## src/rtl/rx_huge_page_sequencer.sv

```systemverilog
// RX huge-page sequencer: alternates between two host-provided huge pages,
// hands out chunk write addresses to the TLP builder, and reports each page
// close before returning it to upstream with a one-cycle free pulse.
// Optional build macro: RX_PAGE_TIMEOUT_EN closes a partly filled page after
// TIMEOUT_CYCLES idle cycles.
module rx_huge_page_sequencer #(
  parameter int unsigned PAGE_SIZE_LOG2 = 21,
  parameter int unsigned TIMEOUT_CYCLES = 25000
) (
  input  logic                      trn_clk,
  input  logic                      reset,
  input  logic [63:0]               huge_page_addr_1,
  input  logic [63:0]               huge_page_addr_2,
  input  logic                      huge_page_status_1,
  input  logic                      huge_page_status_2,
  output logic                      huge_page_free_1,
  output logic                      huge_page_free_2,
  input  logic                      chunk_req,
  input  logic [12:0]               chunk_len,
  output logic                      chunk_gnt,
  output logic [63:0]               chunk_addr,
  input  logic                      chunk_done,
  input  logic                      flush,
  output logic                      close_valid,
  output logic                      close_page,
  output logic [63:0]               close_addr,
  output logic [PAGE_SIZE_LOG2:0]   close_bytes,
  input  logic                      close_rdy
);

  localparam int unsigned OffW = PAGE_SIZE_LOG2 + 1;
  // Wide enough that offset + rounded length can never wrap.
  localparam int unsigned SumW = PAGE_SIZE_LOG2 + 15;
  localparam logic [OffW-1:0] PageBytes = {1'b1, {PAGE_SIZE_LOG2{1'b0}}};

  typedef enum logic [2:0] {StWait, StArmed, StBusy, StClose, StFree} state_e;

  state_e          state_q, state_d;
  logic            cur_q, cur_d;
  logic [63:0]     base_q, base_d;
  logic [OffW-1:0] offset_q, offset_d;
  logic [13:0]     len_q, len_d;
  logic            gnt_q, gnt_d;
  logic [63:0]     addr_q, addr_d;

  logic [13:0]     len_rnd;
  logic            fits;
  logic            status_cur;
  logic [63:0]     addr_cur;
  logic            timeout_hit;

  // Round the request up to 8 bytes so the fill offset stays 8-byte aligned.
  assign len_rnd    = ({1'b0, chunk_len} + 14'd7) & ~14'd7;
  assign fits       = (SumW'(offset_q) + SumW'(len_rnd)) <= SumW'(PageBytes);
  assign status_cur = cur_q ? huge_page_status_2 : huge_page_status_1;
  assign addr_cur   = cur_q ? huge_page_addr_2 : huge_page_addr_1;

`ifdef RX_PAGE_TIMEOUT_EN
  logic [31:0] idle_cnt_q, idle_cnt_d;
  logic        idle_run;

  assign idle_run    = (state_q == StArmed) && (offset_q != '0) && !chunk_req;
  assign timeout_hit = idle_run && (idle_cnt_q == TIMEOUT_CYCLES - 1);
  // Count only while idle in the armed state; any exit or request clears it.
  assign idle_cnt_d  = (idle_run && (state_d == StArmed)) ? idle_cnt_q + 32'd1 : 32'd0;

  // Idle counter register.
  always_ff @(posedge trn_clk) begin
    if (reset) idle_cnt_q <= '0;
    else       idle_cnt_q <= idle_cnt_d;
  end
`else
  assign timeout_hit = 1'b0;
`endif

  // State and datapath registers.
  always_ff @(posedge trn_clk) begin
    if (reset) begin
      state_q  <= StWait;
      cur_q    <= 1'b0;
      base_q   <= '0;
      offset_q <= '0;
      len_q    <= '0;
      gnt_q    <= 1'b0;
      addr_q   <= '0;
    end else begin
      state_q  <= state_d;
      cur_q    <= cur_d;
      base_q   <= base_d;
      offset_q <= offset_d;
      len_q    <= len_d;
      gnt_q    <= gnt_d;
      addr_q   <= addr_d;
    end
  end

  // Next-state and datapath update.
  always_comb begin
    state_d  = state_q;
    cur_d    = cur_q;
    base_d   = base_q;
    offset_d = offset_q;
    len_d    = len_q;
    gnt_d    = 1'b0;
    addr_d   = addr_q;
    unique case (state_q)
      StWait: begin
        if (status_cur) begin
          base_d   = addr_cur;
          offset_d = '0;
          state_d  = StArmed;
        end
      end
      StArmed: begin
        if ((flush && (offset_q != '0)) || timeout_hit) begin
          state_d = StClose;
        end else if (chunk_req && fits) begin
          gnt_d   = 1'b1;
          addr_d  = base_q + 64'(offset_q);
          len_d   = len_rnd;
          state_d = StBusy;
        end else if (chunk_req) begin
          // Request stays pending and is granted on the next page.
          state_d = StClose;
        end
      end
      StBusy: begin
        if (chunk_done) begin
          offset_d = offset_q + OffW'(len_q);
          state_d  = (offset_d == PageBytes) ? StClose : StArmed;
        end
      end
      StClose: begin
        if (close_rdy) state_d = StFree;
      end
      StFree: begin
        cur_d   = ~cur_q;
        state_d = StWait;
      end
      default: state_d = StWait;
    endcase
  end

  // Output decode; close fields are held stable for the whole close handshake.
  always_comb begin
    chunk_gnt        = gnt_q;
    chunk_addr       = addr_q;
    close_valid      = (state_q == StClose);
    close_page       = close_valid ? cur_q : 1'b0;
    close_addr       = close_valid ? base_q : '0;
    close_bytes      = close_valid ? offset_q : '0;
    huge_page_free_1 = (state_q == StFree) && !cur_q;
    huge_page_free_2 = (state_q == StFree) && cur_q;
  end

endmodule

```

## config.mk

```make
export PLATFORM = sky130hd
export DESIGN_NAME = rx_huge_page_sequencer
export DESIGN_NICKNAME = d
export VERILOG_FILES = /design/src/rtl/rx_huge_page_sequencer.sv
export SDC_FILE = /design/constraint.sdc
export NUM_CORES = 1
export LEC_CHECK = 0
export BUFFER_PORTS_ARGS = -buffer_cell sky130_fd_sc_hd__buf_2
export CORE_MARGIN = 2
export CORE_UTILIZATION = 49
export DETAILED_ROUTE_END_ITERATION = 8
export PLACE_DENSITY = 0.82
export SETUP_SLACK_MARGIN = 0.1
export SLEW_MARGIN = 25
export SYNTH_ARGS = -nofsm -noshare
export SYNTH_HDL_FRONTEND = slang
export SYNTH_SLANG_ARGS = --single-unit
```

## constraint.sdc

```tcl
create_clock -name trn_clk -period 4.7 [get_ports trn_clk]
set_clock_uncertainty 0.15 [all_clocks]
set_input_delay 0.705 -clock trn_clk [delete_from_list [all_inputs] [get_ports trn_clk]]
set_output_delay 0.705 -clock trn_clk [all_outputs]
set_load 0.05 [all_outputs]
```

== After elaboration in Yosys (flattened, before gate mapping) ==
Index checks and enable logic that the tools add are counted.

* Bits of input ports: 149
* ROM bits: 0
* Latch bits: 0
* Memory bits (writable): 0
* Memories kept: 0
* Word-level logic and storage cells: 54
* Flip-flop bits (word level): 166

* Reduce and logical (&&, ||, !) cells: 13
* Equality and inequality tests: 9
* Div/mod/pow operators: 0
* Shift operators: 0
* Magnitude comparators: 1
* Bitwise operators: 3
* Add/subtract/negate cells: 4
* Mux-type cells: 17
* $mul: 0

{| class="wikitable"
|+ Operators with widths
! operator !! number
|-
| $mux 64 || 2
|-
| $mux 22 || 3
|-
| $add 64x22->64 || 1
|-
| $pmux 22 s2 || 1
|-
| $add 22x14->23 || 1
|-
| $le 23x22->1 const B || 1
|-
| $add 22x14->22 || 1
|-
| $eq 22x22->1 const B || 1
|-
| $reduce_bool 22->1 || 1
|-
| $mux 3 || 6
|-
| $add 13x3->14 const B || 1
|-
| $pmux 3 s4 || 1
|-
| $eq 3x2->1 const B || 2
|-
| $reduce_and 3->1 || 2
|-
| $logic_and 1x1->1 || 4
|-
| $ne 2x2->1 const B || 2
|-
| $ne 4x4->1 const B || 1
|-
| $reduce_and 4->1 || 1
|-
| $eq 3x1->1 const B || 1
|-
| $eq 3x3->1 const B || 1
|-
| $logic_not 3->1 || 1
|-
| $mux 1 || 3
|-
| $not 1->1 || 3
|-
| $reduce_or 3->1 || 1
|-
| 5 further kinds || 5
|}

== Logic depth before layout (Yosys ltp) ==
Gate-level depths: netlist (run 1).

* Depth after elaboration: 7
* Mapped depth: 17
* Gate-level depth less buffers: 15

== Worst setup path before layout (run 1) ==
OpenSTA, ideal clock, no wires.

* Path type: input -> register
* Start point: input chunk_len[1]
* End point: register addr_q[20], in the netlist chunk_addr[20]
* Arrival time: 4.294 ns
* Buffers on the path: 2
* Setup time: 0.121 ns
* Stages: 17
* Slack: 0.135 ns
* Cell sequence: o311a_1 > and3_1 > and3_1 > nand3_1 > nor2_1 > and2_1 > ha_1 > inv_2 > a2111oi_4 > nand4_1 > or4_1 > nor4_2 > and4_1 > a21boi_1 > buf_6 > buf_6 > mux2_4

* Longest elaborated chain between the ends: 5

{| class="wikitable"
|+ RTL lines
! element !! line !! source
|-
| from (decl) || 19 || <nowiki>input logic [12:0] chunk_len,</nowiki>
|-
| $add 13x3->14 || 53 || <nowiki>assign len_rnd = ({1'b0, chunk_len} + 14'd7) & ~14'd7;</nowiki>
|-
| via len_rnd[13] || 46 || <nowiki>logic [13:0] len_rnd;</nowiki>
|-
| $add 22x14->23 || 54 || <nowiki>assign fits = (SumW'(offset_q) + SumW'(len_rnd)) <= SumW'(PageBytes);</nowiki>
|-
| $le 23x22->1 || 54 ||
|-
| $logic_and 1x1->1 || 117 || <nowiki>end else if (chunk_req && fits) begin</nowiki>
|-
| $reduce_and 3->1 (no source line) || -- ||
|-
| to (signal assigned) || 93 || <nowiki>addr_q <= addr_d;</nowiki>
|-
| to (decl) || 44 || <nowiki>logic [63:0] addr_q, addr_d;</nowiki>
|}

The timed path passes the listed nets, and every way through them passes these cells.
A chain may end at the register's enable or synchronous reset.

== Worst setup path in the final report (run 1) ==
* Start point: input chunk_len[1]
* End point: register len_q[11]

* Longest elaborated chain between the ends: 5

{| class="wikitable"
|+ RTL lines
! element !! line !! source
|-
| $add 13x3->14 || 53 ||
|-
| via len_rnd[13] || 46 ||
|-
| $add 22x14->23 || 54 ||
|-
| $le 23x22->1 || 54 ||
|-
| $logic_and 1x1->1 || 117 ||
|-
| $reduce_and 3->1 (no source line) || -- ||
|-
| to (signal assigned) || 91 || <nowiki>len_q <= len_d;</nowiki>
|-
| to (decl) || 42 || <nowiki>logic [13:0] len_q, len_d;</nowiki>
|}

The timed path passes the listed nets, and every way through them passes these cells.

==> results of run 1 <==
-- routing by layer --
layer	track usage [%]	up-vias	share of wire, %
met5	0	-	0.030
met4	11.0	2	3.2
met1	35.8	5419	40
met3	7.35	84	8.6
met2	52.1	525	48
li1	-	5655	-
-- worst max-delay path, cell delays in order --
cell and delay, ns:
buf_2 0.10, o311a_1 0.35, and3_1 0.19, and3_1 0.21, nand3_1 0.11, nor2_1 0.05, and2_1 0.17, ha_1 0.33
inv_2 0.07, a2111oi_4 0.33, nand4_1 0.12, or4_4 0.55, nor4_4 0.30, buf_4 0.17, and4_1 0.24, a21boi_4 0.11
buf_4 0.18, buf_12 0.13, o211a_1 0.19
-- through the flow --
step	util, %	hold WS, ns	cells
after floorplan	-	0.288	1381
after global placement	58.8	0.295	1939
after detailed placement	58.8	0.302	1939
after CTS	61.4	0.313	1971
after global routing	61.5	0.330	1972
final	61.5	0.312	1972
-- worst paths after layout --
check,slack (ns),depth (start not counted),to,start
worst min-delay path,0.31,2,chunk_addr[14]$_SDFFE_PP0P_,chunk_addr[14]$_SDFFE_PP0P_
worst min register to register,0.31,2,chunk_addr[14]$_SDFFE_PP0P_,chunk_addr[14]$_SDFFE_PP0P_
worst max register to register,0.72,10,chunk_addr[46]$_SDFFE_PP0P_,offset_q[17]$_SDFFE_PP0P_
worst max-delay path,0.25,19,len_q[11]$_SDFFE_PP0P_,chunk_len[1]
-- report_power, final --
group          leakage [nW]  switching, mW  total, mW  internal [mW]
clock network         0.290          0.608       1.42          0.807
registers              1.33          0.240       1.81           1.57
logic                  4.79          0.944       1.50          0.552
-- cells in the mapped netlist (all sizes together), types with 31 or more instances --
cell type	instances	area, um2
dfxtp	163	3260
nor2	130	488
nand2	113	424
mux2i	109	1090
and3	97	607
clkbuf	81	304
a211oi	79	613
o21ai	62	310
a21oi	54	270
ha	42	526
inv	36	135
nor3	34	170
xnor2	33	297
nor2b	31	194
-- registers in the layout (all words and copies together), names as in the netlist --
name / cells
len_q: 11
state_q: 3
chunk_gnt: 1
cur_q: 1
base_q: 64
chunk_addr: 64
offset_q: 19
-- cell type report --
| cell class | instances | area share [%] |
|---|---|---|
| Antenna cell | 1 | 0.0181 |
| Clock buffer | 19 | 3.20 |
| Clock inverter | 13 | 1.07 |
| Inverter | 36 | 0.976 |
| Multi-Input combinational cell | 1077 | 53.2 |
| Sequential cell | 163 | 23.6 |
| Tap cell | 285 | 2.57 |
| Timing Repair Buffer | 378 | 15.4 |
-- kinds of logic (layout without fill, tap and decap cells) --
| kind of cell | after synthesis | after routing | share of synthesized area [%] |
|---|---|---|---|
| and+or+nand+nor | 516 | 516 | 23.2 |
| AOI/OAI and AO/OA | 337 | 337 | 21.3 |
| DFF | 163 | 163 | 29.2 |
| buffers and inverters | 141 | 446 | 5.28 |
| muxes | 126 | 126 | 11.8 |
| xor gates and xnor gates | 51 | 51 | 4.07 |
| adders and majority gates | 44 | 44 | 5.07 |
| other | 1 | 4 | 0.0336 |
==> metrics, run 1 <==
DIE AREA 24000 um2; yosys warns 0; Syn Area/Cell 8.09 um2; number of synthesized flops with an enable pin 0; Critical Path RT 4.87 ns; PwrDens 341 nW/um2; minimum clock period 4.45 ns; Tightest Pin Transition 0.951 ns; fill count 1951; slew margin rel. 36.5%; routed vias 11700; Post-CTS Setup Inserts 0; Routed WL per cell 18.7 um; status completed; Antenna Violating Nets Remaining 0; crit path capture type register; Final setup viols 0; Worst-path clk slew 0.07 ns; area of the multi-input gates 7370 um2; setup TNS 0 ns; synth unique cells 74; sequential-to-total area share from yosys stat 29.2%; Max Fclk 0.225 GHz; Residual DRC 0; Synth async-reset ratio 0%; most frequent cells in the layout 299 x buf_2, 161 x dfxtp_1, 130 x nor2_1, 113 x nand2_1, 109 x mux2i_1; vias in the first global route 11100; Max-Cap Viols 0; DR pass1 iterations 8; nets@finish 1866; Place WS -0.171 ns; DP Area 13200 um2; DP Wirelength 27500 um; Routed WL 37000 um; kind of critical path in -> reg; initial antenna violation count 2; first-pass GRT wire length 57300 um; core region area 22500 um2; Port Buffers 300; commonest non-fill, non-tap cell in the layout buf_2; Max clock buf depth 2; final max-slew violation count 0; Vias per Instance 5.93; I/O pins 304; CTS tree yes; share of post-route cells with drive strength above 1 26.7%; part of the cycle the worst path needs 94.7%; cts hold-fix bufs 0; DR iter-0 viols 897; clk_lat worst skew 0.44 ns; CTS Root Cell clkbuf_16; RSZ-0062 raised after global routing false; Area growth syn-to-layout 24.1%; final hold viol count 0; GRT Resource Usage Total 29.9%; Seq cells post-synth 163; # clock sinks 163; Die Y 155 um; Worst Hold Class reg -> reg; finished layout cell area 13800 um2; gr ovfl total 0; DIE WIDTH 155 um; ys flop type dfxtp_1; H-tree Lvls 4; Cell Area, Synth 11200 um2; gpl congestion 0.960; storage element area 3270 um2; Overall Power 4.72 mW; maximum VDD drop 0.000262 V; Static Leak 6.42 nW; CP Data Arrival Time 4.62 ns; Startpoint Class primary input; CTS resizes 0; worst setup margin 0.251 ns; crit path max fanout 5; CTS buffer count 17; largest net degree at the start of global routing 94; cell count after synthesis 1379; Cell Rows 55; starting density of the core 49.6%
Note: power is estimated with default switching activity, not from simulation.
==> inputs of run 2 (changes only) <==
--- a/config.mk
+++ b/config.mk
@@ -7,11 +7,11 @@
 export LEC_CHECK = 0
 export BUFFER_PORTS_ARGS = -buffer_cell sky130_fd_sc_hd__buf_2
 export CORE_MARGIN = 2
-export CORE_UTILIZATION = 49
+export CORE_UTILIZATION = 38
 export DETAILED_ROUTE_END_ITERATION = 8
-export PLACE_DENSITY = 0.82
+export HOLD_SLACK_MARGIN = 0.12
+export PLACE_DENSITY = 0.67
 export SETUP_SLACK_MARGIN = 0.1
-export SLEW_MARGIN = 25
 export SYNTH_ARGS = -nofsm -noshare
 export SYNTH_HDL_FRONTEND = slang
 export SYNTH_SLANG_ARGS = --single-unit
==> metrics, run 2 (synthesized netlist as in run 1, its figures left out) <==
status completed (unchanged); reg-to-reg slack, setup 0.86 ns (was 0.72 ns); Routed WL 37200 um (was 37000 um); CTS buffer count 17 (unchanged); slew margin rel. 13.5% (was 36.5%); Worst Hold Class reg -> reg (unchanged); Area growth syn-to-layout 24.8% (was 24.1%); CTS Root Cell clkbuf_16 (unchanged); Tightest Pin Transition 1.30 ns (was 0.951 ns); gpl congestion 0.885 (was 0.960); busiest grt layer met2 (unchanged); clk_lat worst skew 0.44 ns (about the same); met1 usage 29.5% (was 35.8%); Residual DRC 0 (unchanged); Clock Power Share 29.1% (was 30.0%); Top cell by count, worst path nand4_1; first-pass GRT wire length 57600 um (was 57300 um); Worst Hold End chunk_addr[58]$_SDFFE_PP0P_ (was chunk_addr[14]$_SDFFE_PP0P_); Finished Layout Cells 2066 (was 1972); grt met3 use 5.26% (was 7.35%); setup TNS 0 ns (unchanged); final max-slew violation count 0 (unchanged); # clock sinks 163 (unchanged); initial antenna violation count 0 (was 2); routed vias 11400 (was 11700); Die Y 175 um (was 155 um); DP Wirelength 28000 um (was 27500 um); CP max stage delay 0.55 ns (about the same); most frequent cells in the layout 299 x buf_2, 161 x dfxtp_1, 130 x nor2_1, 113 x nand2_1, 109 x mux2i_1 (unchanged); M2 GR Usage 40.6% (was 52.1%); commonest non-fill, non-tap cell in the layout buf_2 (unchanged); worst r2r dst chunk_addr[54]$_SDFFE_PP0P_ (was chunk_addr[46]$_SDFFE_PP0P_); DR pass1 iterations 6 (was 8); Max Fclk 0.224 GHz (was 0.225 GHz); DIE WIDTH 175 um (was 155 um); vias in the first global route 10700 (was 11100); switching pwr 1.80 mW (was 1.79 mW); Max clock buf depth 2 (unchanged); minimum clock period 4.47 ns (was 4.45 ns); worst setup margin 0.234 ns (was 0.251 ns); Worst Hold Depth 2 (unchanged); GRT Resource Usage Total 23.5% (was 29.9%); Max-Cap Viols 0 (unchanged); Overall Power 4.60 mW (was 4.72 mW); DR iter-0 viols 749 (was 897); dpl cells 2034 (was 1939); core region area 28800 um2 (was 22500 um2); share of post-route cells with drive strength above 1 26.9% (was 26.7%); switching share of power 39.2% (was 38.0%); crit path max fanout 4 (was 5); Port Buffers 300 (unchanged); Comb power frac 31.6% (was 31.7%); CP Cell Sequence buf_2 > o311a_1 > and3_1 > and3_4 > nand3_2 > nor2_1 > and2_1 > ha_4 > inv_2 > a2111oi_4 > nand4_1 > or4_4 > nor4_4 > buf_4 > nand4_1 > o21ai_4 > mux2_2 (was buf_2 > o311a_1 > and3_1 > and3_1 > nand3_1 > nor2_1 > and2_1 > ha_1 > inv_2 > a2111oi_4 > nand4_1 > or4_4 > nor4_4 > buf_4 > and4_1 > a21boi_4 > buf_4 > buf_12 > o211a_1); H-tree Lvls 4 (unchanged); nets@finish 1862 (was 1866); crit path capture type register (unchanged); RSZ-0062 raised after global routing false (unchanged); CTS tree yes (unchanged); kind of critical path in -> reg (unchanged); Place WS -0.210 ns (was -0.171 ns); Hold Path Origin chunk_addr[58]$_SDFFE_PP0P_ (was chunk_addr[14]$_SDFFE_PP0P_); DIE AREA 30800 um2 (was 24000 um2); critical path's slowest cell or4_4 (unchanged); Static Leak 6.37 nW (was 6.42 nW); Routed WL per cell 18.0 um (was 18.7 um); final hold viol count 0 (unchanged); Final setup viols 0 (unchanged); Flop pwr share 39.4% (was 38.3%); gr ovfl total 0 (unchanged); Vias per Instance 5.52 (was 5.93); Inserted Diodes 0 (was 1); internal power 2.79 mW (was 2.92 mW); Antenna Violating Nets Remaining 0 (unchanged); Critical Path RT 4.87 ns (about the same); Post-CTS Setup Inserts 0 (unchanged); CP Data Arrival Time 4.64 ns (was 4.62 ns); R2R depth 13 (was 10); Cell Rows 62 (was 55); part of the cycle the worst path needs 95.0% (was 94.7%); maximum VDD drop 0.000284 V (was 0.000262 V); Worst-path clk slew 0.07 ns (about the same); largest net degree at the start of global routing 129 (was 94); PwrDens 330 nW/um2 (was 341 nW/um2); R2R Path Start offset_q[3]$_SDFFE_PP0P_ (was offset_q[17]$_SDFFE_PP0P_); I/O pins 304 (unchanged); Startpoint Class primary input (unchanged); starting density of the core 38.8% (was 49.6%)
==> run 2: cell types whose count changed in the layout (fill, tap and decap cells not counted), sizes merged <==
cell,delta
clkinv,+2
inv,+2
diode,-1
bufinv,-2
buf,-4
clkbuf,-2
==> run 2: what timing repair did <==
item                                    in CTS  in global routing
endpoints found under the setup margin       0                 43
hold buffers                                 0                  0
hold endpoints to repair                     0                  0
resized for setup                            0                 13
==> run 2: per-layer routing <==
layer,wire length (um),up-vias
met2,18000,387
met3,2660,43
met5,0,-
li1,-,5641
met1,15900,5340
met4,664,0
==> run 2: area by class of cell <==
class                      count  area [um2]
clock inverter                15         123
timing repair buffer         374        2100
sequential                   163        3270
inverter                      36         135
clock buffer                  17         425
tap                          384         480
fill                        2883       14900
multi-input combinational   1077        7400
==> run 2: how the worst max path moves through the flow <==
stage / from / end / cells after the start
final: chunk_len[1] / chunk_addr[7]$_SDFFE_PP0P_ / 17
after global routing: chunk_len[1] / len_q[3]$_SDFFE_PP0P_ / 20
after CTS: chunk_len[1] / len_q[5]$_SDFFE_PP0P_ / 19
after detailed placement: chunk_len[1] / len_q[5]$_SDFFE_PP0P_ / 19
after global placement: chunk_len[1] / len_q[4]$_SDFFE_PP0P_ / 19
after floorplan: chunk_len[1] / chunk_addr[20]$_SDFFE_PP0P_ / 17
==> run 2: critical path, delay by kind of cell <==
family	cells	cell delay [ns]
and+or+nand+nor	9	1.96
AOI/OAI and AO/OA	3	1.00
muxes	1	0.37
buffers and inverters	3	0.32
adders and majority gates	1	0.29
==> run 2: per-stage QoR <==
stage | cell area (um2) | hold WS [ns] | util, %
floorplan | 11200 | 0.288 | -
global placement | 13300 | 0.291 | 46.3
detailed placement | 13300 | 0.300 | 46.3
CTS | 13900 | 0.314 | 48.2
global route | 13900 | 0.325 | 48.4
finish | 13900 | 0.309 | 48.4
==> run 2: power groups by stage <==
stage | Clock [mW] | Combinational [mW] | Sequential (mW)
after floorplan | 0 | 0.928 | 1.88
final | 1.34 | 1.45 | 1.81
after global routing | 1.42 | 1.59 | 1.84
after CTS | 1.36 | 1.45 | 1.81
after global placement | 0 | 1.42 | 1.84
after detailed placement | 0 | 1.44 | 1.84
